==> src/rtl/mips_display_pkg.sv <==
// Shared types and constants for the CPU display path: conversion FSM states,
// BCD sizing and the active-low segment patterns.
package mips_display_pkg;

  typedef enum logic [1:0] {IDLE, SHIFT, DONE} conv_state_t;

  localparam int BCD_DIGITS   = 10;
  localparam int SHIFT_CYCLES = 32;

  // Segment order is {g,f,e,d,c,b,a}; a 0 bit lights the segment.
  localparam logic [6:0] SEG_BLANK = 7'h7F;
  localparam logic [6:0] SEG_DASH  = 7'h3F;
  localparam logic [6:0] SEG_DIGIT [10] = '{
    7'h40, 7'h79, 7'h24, 7'h30, 7'h19,
    7'h12, 7'h02, 7'h78, 7'h00, 7'h10
  };

  function automatic logic [6:0] seg_decode(input logic [3:0] nib);
    if (nib <= 4'd9) return SEG_DIGIT[nib];
    return SEG_BLANK;
  endfunction

endpackage

==> src/rtl/bin2bcd_serial.sv <==
// Serial double-dabble converter: one add-3/shift step per clock, 32 steps per
// conversion, with a one-cycle DONE state during which bcd holds the result.
module bin2bcd_serial
  import mips_display_pkg::*;
(
  input  logic        clk_fpga,
  input  logic        reset,
  input  logic        start,
  input  logic [31:0] value,
  output logic        busy,
  output logic [39:0] bcd,
  output logic        done
);

  conv_state_t state;
  logic [31:0] sreg;
  logic [4:0]  cnt;
  logic [39:0] bcd_adj;

  always_comb begin
    bcd_adj = bcd;
    for (int i = 0; i < BCD_DIGITS; i++) begin
      if (bcd[4*i +: 4] >= 4'd5) bcd_adj[4*i +: 4] = bcd[4*i +: 4] + 4'd3;
    end
  end

  always_ff @(posedge clk_fpga or negedge reset) begin
    if (!reset) begin
      state <= IDLE;
      sreg  <= '0;
      bcd   <= '0;
      cnt   <= '0;
      busy  <= 1'b0;
    end else begin
      case (state)
        IDLE: begin
          if (start) begin
            sreg  <= value;
            bcd   <= '0;
            cnt   <= '0;
            busy  <= 1'b1;
            state <= SHIFT;
          end
        end
        SHIFT: begin
          {bcd, sreg} <= {bcd_adj, sreg} << 1;
          cnt <= cnt + 5'd1;
          if (cnt == 5'(SHIFT_CYCLES - 1)) state <= DONE;
        end
        DONE: begin
          busy  <= 1'b0;
          state <= IDLE;
        end
        default: state <= IDLE;
      endcase
    end
  end

  assign done = (state == DONE);

endmodule

==> src/rtl/display_driver.sv <==
// Multiplexed 7-segment driver for the CPU display word: converts on change,
// latches complete results only, and scans digits with leading-zero blanking.
module display_driver
  import mips_display_pkg::*;
#(
  parameter int NUM_DIGITS = 8,
  parameter int SCAN_DIV   = 50000
) (
  input  logic                  clk_fpga,
  input  logic                  reset,
  input  logic [31:0]           value,
  output logic [NUM_DIGITS-1:0] an_n,
  output logic [6:0]            seg_n,
  output logic                  busy,
  output logic                  overflow
);

  localparam int IDX_W = (NUM_DIGITS > 1) ? $clog2(NUM_DIGITS) : 1;
  localparam int PRE_W = $clog2(SCAN_DIV);

  logic [31:0]             shadow;
  logic                    start;
  logic                    conv_done;
  logic [39:0]             bcd;
  logic [4*NUM_DIGITS-1:0] digits;
  logic                    ovf_next;
  logic [PRE_W-1:0]        presc;
  logic [IDX_W-1:0]        idx;
  logic                    lead_blank;
  logic [3:0]              cur_digit;
  logic [6:0]              seg_next;
  logic [NUM_DIGITS-1:0]   an_next;

  // busy is high through SHIFT and DONE, so !busy means the converter is idle.
  assign start = !busy && (value != shadow);

  bin2bcd_serial u_conv (
    .clk_fpga (clk_fpga),
    .reset    (reset),
    .start    (start),
    .value    (value),
    .busy     (busy),
    .bcd      (bcd),
    .done     (conv_done)
  );

  always_comb begin
    ovf_next = 1'b0;
    for (int i = NUM_DIGITS; i < BCD_DIGITS; i++) begin
      if (bcd[4*i +: 4] != 4'd0) ovf_next = 1'b1;
    end
  end

  always_ff @(posedge clk_fpga or negedge reset) begin
    if (!reset) begin
      shadow   <= '0;
      digits   <= '0;
      overflow <= 1'b0;
    end else begin
      if (start) shadow <= value;
      if (conv_done) begin
        digits   <= bcd[4*NUM_DIGITS-1:0];
        overflow <= ovf_next;
      end
    end
  end

  // A digit is blank when it and every more-significant digit are zero,
  // except the units digit which always shows.
  always_comb begin
    lead_blank = (idx != '0);
    cur_digit  = 4'd0;
    an_next    = '1;
    for (int i = 0; i < NUM_DIGITS; i++) begin
      if (i >= int'(idx) && digits[4*i +: 4] != 4'd0) lead_blank = 1'b0;
      if (i == int'(idx)) begin
        cur_digit  = digits[4*i +: 4];
        an_next[i] = 1'b0;
      end
    end
    if (overflow)        seg_next = SEG_DASH;
    else if (lead_blank) seg_next = SEG_BLANK;
    else                 seg_next = seg_decode(cur_digit);
  end

  always_ff @(posedge clk_fpga or negedge reset) begin
    if (!reset) begin
      presc <= '0;
      idx   <= '0;
      an_n  <= '1;
      seg_n <= SEG_BLANK;
    end else if (presc == PRE_W'(SCAN_DIV - 1)) begin
      presc <= '0;
      an_n  <= an_next;
      seg_n <= seg_next;
      idx   <= (idx == IDX_W'(NUM_DIGITS - 1)) ? '0 : idx + IDX_W'(1);
    end else begin
      presc <= presc + PRE_W'(1);
    end
  end

endmodule

==> config.mk <==
export PLATFORM = sky130hd
export DESIGN_NAME = display_driver
export DESIGN_NICKNAME = d
export VERILOG_FILES = /design/src/rtl/mips_display_pkg.sv /design/src/rtl/bin2bcd_serial.sv /design/src/rtl/display_driver.sv
export SDC_FILE = /design/constraint.sdc
export NUM_CORES = 1
export LEC_CHECK = 0
export CAP_MARGIN = 20
export CELL_PAD_IN_SITES_DETAIL_PLACEMENT = 2
export CELL_PAD_IN_SITES_GLOBAL_PLACEMENT = 2
export CORE_UTILIZATION = 30
export CTS_CLUSTER_DIAMETER = 80
export DETAILED_ROUTE_END_ITERATION = 10
export GPL_ROUTABILITY_DRIVEN = 0
export GPL_TIMING_DRIVEN = 0
export PLACE_DENSITY = 0.64
export SKIP_LAST_GASP = 1
export SYNTH_ARGS = -nofsm -noshare
export SYNTH_HDL_FRONTEND = slang
export SYNTH_SLANG_ARGS = --single-unit
==> constraint.sdc <==
create_clock -name clk_fpga -period 3.3 [get_ports clk_fpga]
set_input_delay 0.66 -clock clk_fpga [delete_from_list [all_inputs] [get_ports clk_fpga]]
set_output_delay 0.66 -clock clk_fpga [all_outputs]
set_load 0.05 [all_outputs]
==> flow_summary_export.csv, run 1 <==
group,metric,value,unit
run_status,status,"finished, final reports clean",
worst_setup_path,crit_path_end_kind,"flop",
sta,max_freq,323,MHz
sta,hold_viol_final,0,
sta,finalSetupTns,0,ns
sta,period_share,93.9,%
cts,cts_root_buffer,"clkbuf_16",
synth,syn_nets,954,
worst_setup_path,startpoint_type,"input pin",
die,rows,63,
synth,synth-seq-cells,179,
route,drt_pass1_iterations,4,
sta,setup_viol,0,
cts,clock_path_buffers,2,
place,dp_hpwl,18800,um
cts,cts_num_sinks,179,
sta,finClkSkew,0.0129,ns
synth,ys_seq_area_share,49.2,%
finish,nets,1024,
route,avgViaCountPerCell,5.08,
power_and_ir_drop,p_leak,4.77,nW
global_routing,grt_max_degree,97,
cts,clk_latency,0.45,ns
place,port_buffers,50,
worst_setup_path,critical_path_required,3.68,ns
sta,drv_slew,0,
min_path,hold_path_class,"input pin to async pin",
route,drc,0,
cts,hold_buffers,0,
synth,yosys_most_used_dff,"dfrtp_1",
route,drt_iter0_markers,218,
sta,hold_ws,0.198,ns
worst_setup_path,crit_path_start,"value[28]",
global_routing,overflow,0,
cts,cts_setup_buffers,0,
synth,ys_async_sr_fraction,100,%
sta,worst_slew_margin_rel,40.3,%
sta,worst_pin_slew,0.895,ns
finish,fin_util,36.2,%
synth,syn_inst,886,
cts,cts.clk_slew.worst_paths,0.07,ns
route,via_count,6899,
die,core,0.0298,sq mm
die,initial_core_util,30.7,%
synth,synth.avg_cell_area,10.3,sq um
power_and_ir_drop,irDropWorstVdd,0.352,mV
global_routing,first_global_vias,7731,
synth,synth-edff-count,0,
synth,synth.distinct_cells,63,
cts,h-tree-depth,4,
synth,syn-cell-area,0.00914,sq mm
power_and_ir_drop,power.density,515,mW/mm^2
sta,rsz0062_at_grt,"false",
global_routing,grtUsageTotal,17.9,%
worst_setup_path,cp.arrival,3.47,ns
route,drt-total-wl,26000,um
power_and_ir_drop,power.internal,4.05,mW
die,die_h,177,um
finish,insertedDiodeCount,0,
global_routing,antenna_found_initial,0,
finish,layout-drive-gt1-share,13.0,%
synth,yosys_warnings,0,
route,ant_nets,0,
power_and_ir_drop,power_switching,1.51,mW
worst_setup_path,worst-setup-path-type,"input pin to flop",
die,num_io_pins,51,
finish,layout.cells.non_filler,1359,
die,die_w,177,um
power_and_ir_drop,p_seq_share,46.2,%
sta,period_needed,3.10,ns
power_and_ir_drop,p_clk_share,39.7,%
place,dpl.cell_count,1327,
cts,cts-buffers-inserted,17,
flow_run,timing.max_cap.violations,0,
worst_setup_path,cp_max_fo,10,
power_and_ir_drop,comb_power_share,14.1,%
route,post_drt_wl_per_cell,19.1,um
die,dieArea,0.0312,sq mm
global_routing,grt_pass1_wl,43200,um
power_and_ir_drop,netSwitchingFraction,27.1,%
finish,area_growth,18.0,%
worst_setup_path,r2r-start,"idx[0]",
worst_setup_path,rr_worst_depth,10,
cts,cts_tree,"yes",
-- through the flow --
| step | total power [mW] | setup WS (ns) | cell area (sq um) |
|---|---|---|---|
| after floorplan | 3.07 | 0.866 | 9140 |
| after global placement | 3.37 | -6.68 | 10100 |
| after detailed placement | 3.40 | -0.325 | 10200 |
| after CTS | 5.65 | 0.0456 | 10800 |
| after global routing | 5.82 | 0.0497 | 10800 |
| final | 5.56 | 0.202 | 10800 |
-- layout make-up --
cell class	instances	area (sq um)
fill	3219	19000
sequential	179	4500
multi-input combinational	628	4310
timing repair buffer	51	533
tap	390	488
clock buffer	22	464
buffer	45	216
clock inverter	10	155
inverter	34	128
-- placed cells by master (no fill, tap or decap), types with 17 or more instances in the layout --
cell / count
nand2_1: 98
mux2i_1: 32
o21ai_0: 74
clkbuf_1: 28
mux2_2: 49
nand3_1: 43
a21oi_1: 25
clkbuf_16: 17
o21ai_1: 28
xnor2_1: 48
inv_1: 32
dfrtp_1: 164
nor2_1: 49
ha_1: 34
clkdlybuf4s50_1: 49
-- worst max-delay path, cell delays in order --
cell             delay (ns)
clkdlybuf4s50_1        0.51
xnor2_1                0.23
nand4_1                0.25
nor4_1                 0.50
a21oi_1                0.32
o21bai_1               0.40
buf_2                  0.40
a22o_1                 0.20
-- registers in the layout, summed over array words and instances, names as in the netlist --
signal / flops
u_conv.busy: 1
digits: 32
presc: 16
seg_n: 7
shadow: 32
u_conv.sreg: 32
overflow: 1
an_n: 8
idx: 3
u_conv.bcd: 40
u_conv.cnt: 5
u_conv.state: 2
-- final timing paths --
path / to / slack (ns)
min: shadow[18] / 0.20
min reg2reg: u_conv.bcd[0] / 0.48
max: u_conv.bcd[39] / 0.20
min in group clk_fpga: u_conv.bcd[0] / 0.48
max in group asynchronous: digits[12] / 2.18
max reg2reg: seg_n[4] / 0.36
-- synthesized netlist by cell type, types with 15 or more instances --
master	n	area share, %
dfrtp_1	164	45
nor2_1	49	2.0
nand2_1	98	4.0
a21oi_1	25	1.4
nand3_1	43	2.4
nand2b_1	16	1.1
xnor2_1	48	4.6
dfstp_2	15	4.3
inv_1	32	1.3
mux2_2	49	6.0
ha_1	34	4.7
o21ai_0	74	4.1
o21ai_1	28	1.5
mux2i_1	32	3.5
xor2_1	16	1.5
clkbuf_1	25	1.0
-- cell families after synthesis --
family | count (synthesis) | synth area share [%]
fa+ha+maj | 34 | 4.65
simple gates | 251 | 13.0
buf+inv | 79 | 3.75
flops | 179 | 49.2
xor+xnor | 64 | 6.13
mux | 81 | 9.54
compound gates | 198 | 13.8
-- power by group through the flow --
stage / clock network [mW] / logic, mW / registers, mW
4_1_cts: 2.28 / 0.798 / 2.57
6_report: 2.21 / 0.781 / 2.57
3_5_place_dp: 0 / 0.794 / 2.61
3_3_place_gp: 0 / 0.765 / 2.60
2_1_floorplan: 0 / 0.527 / 2.54
5_1_grt: 2.34 / 0.879 / 2.60
-- metal layers --
layer / global-route usage [%] / up-vias / share of wire [%]
li1: - / 3232 / -
met1: 25.2 / 3587 / 51
met2: 28.2 / 60 / 46
met3: 2.91 / 20 / 1.9
met4: 5.46 / 0 / 1.3
met5: 0 / - / 0
-- repair_timing --
| item | CTS | global route |
|---|---|---|
| setup endpoints to repair | 0 | 9 |
| hold endpoints to repair | 0 | 0 |
| gates resized for setup | 0 | 3 |
Note: power is estimated with default switching activity, not from simulation.
==> inputs of run 2 (changes only) <==
--- a/config.mk
+++ b/config.mk
@@ -8,12 +8,12 @@
 export CAP_MARGIN = 20
 export CELL_PAD_IN_SITES_DETAIL_PLACEMENT = 2
 export CELL_PAD_IN_SITES_GLOBAL_PLACEMENT = 2
+export CORE_ASPECT_RATIO = 0.6
 export CORE_UTILIZATION = 30
-export CTS_CLUSTER_DIAMETER = 80
 export DETAILED_ROUTE_END_ITERATION = 10
 export GPL_ROUTABILITY_DRIVEN = 0
 export GPL_TIMING_DRIVEN = 0
-export PLACE_DENSITY = 0.64
+export PLACE_DENSITY = 0.67
 export SKIP_LAST_GASP = 1
 export SYNTH_ARGS = -nofsm -noshare
 export SYNTH_HDL_FRONTEND = slang
==> constraint.sdc (replaced) <==
create_clock -name clk_fpga -period 2.62 [get_ports clk_fpga]
set_input_delay 0.524 -clock clk_fpga [delete_from_list [all_inputs] [get_ports clk_fpga]]
set_output_delay 0.524 -clock clk_fpga [all_outputs]
set_load 0.05 [all_outputs]
==> flow_summary_export.csv, run 2 (synthesis results as in run 1) <==
group,metric,value,unit
worst_setup_path,path_buf_inv,2,
finish,fin_util,37.4,%
global_routing,first_global_vias,7434,
sta,hold_viol_final,0,
finish,largest_register_ffs,40,
cts,cts-buffers-inserted,17,
worst_setup_path,crit_path_end_kind,"flop",
worst_setup_path,startpoint_type,"flop",
place,pre_cts_slack,-0.822,ns
die,dieArea,0.0312,sq mm
flow_run,timing.max_cap.violations,0,
global_routing,grt_pass1_wl,44100,um
finish,num-fill-cells,3192,
sta,drv_slew,0,
finish,final_common_cell,"dfrtp_1",
power_and_ir_drop,power.internal,5.11,mW
sta,worst_pin_slew,0.775,ns
power_and_ir_drop,netSwitchingFraction,28.4,%
route,drt-total-wl,28000,um
finish,largest_register,"u_conv.bcd",
global_routing,grt_max_degree,107,
sta,rsz0062_at_grt,"true",
worst_setup_path,cp.arrival,2.96,ns
cts,cts_root_buffer,"clkbuf_16",
die,core,0.0300,sq mm
route,drt_iter0_markers,369,
worst_setup_path,crit_top_cell,"ha_1",
finish,regArea,0.00450,sq mm
power_and_ir_drop,p_leak,4.94,nW
cts,clk_latency,0.45,ns
global_routing,antenna_found_initial,0,
route,drc,0,
die,initial_core_util,30.5,%
route,via_count,6991,
worst_setup_path,cp_slowest_cell,"dfrtp_2",
power_and_ir_drop,power.density,636,mW/mm^2
global_routing,grtUsageTotal,18.9,%
finish,final_cell_mix,"dfrtp_1, nand2_1, o21ai_0",
place,port_buffers,50,
die,rows,49,
die,die_h,137,um
place,dpl.cell_count,1345,
place,dpl_cell_area,0.0102,sq mm
power_and_ir_drop,power_switching,2.03,mW
finish,multi_input_area,0.00453,sq mm
worst_setup_path,cp_max_fo,9,
worst_setup_path,critPathTopFamily,"compound AO/OA/AOI/OAI gates",
cts,hold_buffers,0,
worst_setup_path,critPathMaxStageDelay,0.48,ns
sta,period_share,98.5,%
sta,max_freq,387,MHz
finish,nets,1040,
sta,setup_viol,0,
sta,period_needed,2.58,ns
power_and_ir_drop,irDropWorstVdd,0.388,mV
sta,fin_ws,0.0389,ns
route,drt_pass1_iterations,4,
finish,layout.cells.non_filler,1392,
power_and_ir_drop,comb_power_share,16.5,%
global_routing,overflow,0,
route,post_drt_wl_per_cell,20.1,um
sta,finClkSkew,0.0102,ns
power_and_ir_drop,p_seq_share,45.5,%
cts,cts.clk_slew.worst_paths,0.07,ns
finish,layout-drive-gt1-share,17.6,%
sta,worst_slew_margin_rel,48.3,%
worst_setup_path,worst-setup-path-type,"flop to flop",
cts,h-tree-depth,4,
worst_setup_path,critical_path_required,2.99,ns
min_path,hold_path_class,"input pin to async pin",
cts,cts_num_sinks,179,
worst_setup_path,worstPathCellList,"ha_4 -> ha_1 -> buf_6 -> buf_4 -> o41ai_2 -> a31oi_4 -> ha_1 -> and3_2 -> o32a_1",
cts,clock_path_buffers,2,
place,dp_hpwl,19800,um
route,avgViaCountPerCell,5.02,
finish,insertedDiodeCount,0,
finish,area_growth,22.6,%
finish,fin_area,0.0112,sq mm
die,num_io_pins,51,
route,ant_nets,0,
cts,cts_tree,"yes",
die,die_w,227,um
run_status,status,"finished, final reports clean",
power_and_ir_drop,p_clk_share,38.0,%
-- run 2: changes by cell type in the layout (fill, tap and decap cells not counted), moves of 3 or more --
cell	delta
buf_4	+10
buf_6	+5
nor2_1	-4
xnor2_1	-4
xnor2_2	+4
clkbuf_4	+3
ha_1	-3
inv_1	-3
inv_4	+3
nor2_2	+3
-- run 2: timing repair --
item,in CTS,in global routing
pin swaps,4,9
endpoints found under the setup margin,105,74
gates resized for setup,33,35
buffers inserted,4,12
-- run 2: cell type report --
cell class / count / share of cell area, %
Buffer: 45 / 2.38
Timing Repair Buffer: 67 / 5.94
Multi-Input combinational cell: 628 / 40.4
Tap cell: 408 / 4.55
Clock buffer: 22 / 4.14
Inverter: 34 / 1.25
Sequential cell: 179 / 40.2
Clock inverter: 9 / 1.16
-- run 2: metal layers --
layer  vias up  wire length [um]  global-route usage (%)
met3        24               766                    3.69
met1      3628             15300                    29.2
met4         0               342                    5.29
met5         -                 0                       0
met2        56             11600                    26.1
li1       3283                 -                       -
-- run 2: metrics by stage --
step / TNS, ns / power (mW) / hold WS [ns]
finish: 0 / 7.13 / 0.0236
global route: -0.255 / 7.43 / 0.0738
CTS: 0 / 7.09 / 0.0504
detailed placement: -67.94 / 4.30 / 0.480
global placement: -1310.78 / 4.26 / 0.467
floorplan: 0 / 3.86 / 0.228
-- run 2: path summary, 6_finish.rpt --
check | from | depth (start not counted) | endpoint | slack [ns]
setup / recovery | idx[0] | 9 | seg_n[2] | 0.04
hold / removal | reset | 1 | presc[4] | 0.02
setup reg to reg | idx[0] | 9 | seg_n[2] | 0.04
hold reg to reg | u_conv.sreg[8] | 2 | u_conv.sreg[9] | 0.49
max in group asynchronous | reset | 2 | u_conv.sreg[3] | 1.58
min in group clk_fpga | u_conv.sreg[8] | 2 | u_conv.sreg[9] | 0.49
-- run 2: power groups by stage --
stage,combinational (mW),sequential (mW),clock [mW]
2_1_floorplan,0.663,3.20,0
3_3_place_gp,0.981,3.27,0
3_5_place_dp,1.03,3.28,0
4_1_cts,1.09,3.23,2.77
5_1_grt,1.29,3.28,2.87
6_report,1.18,3.25,2.71
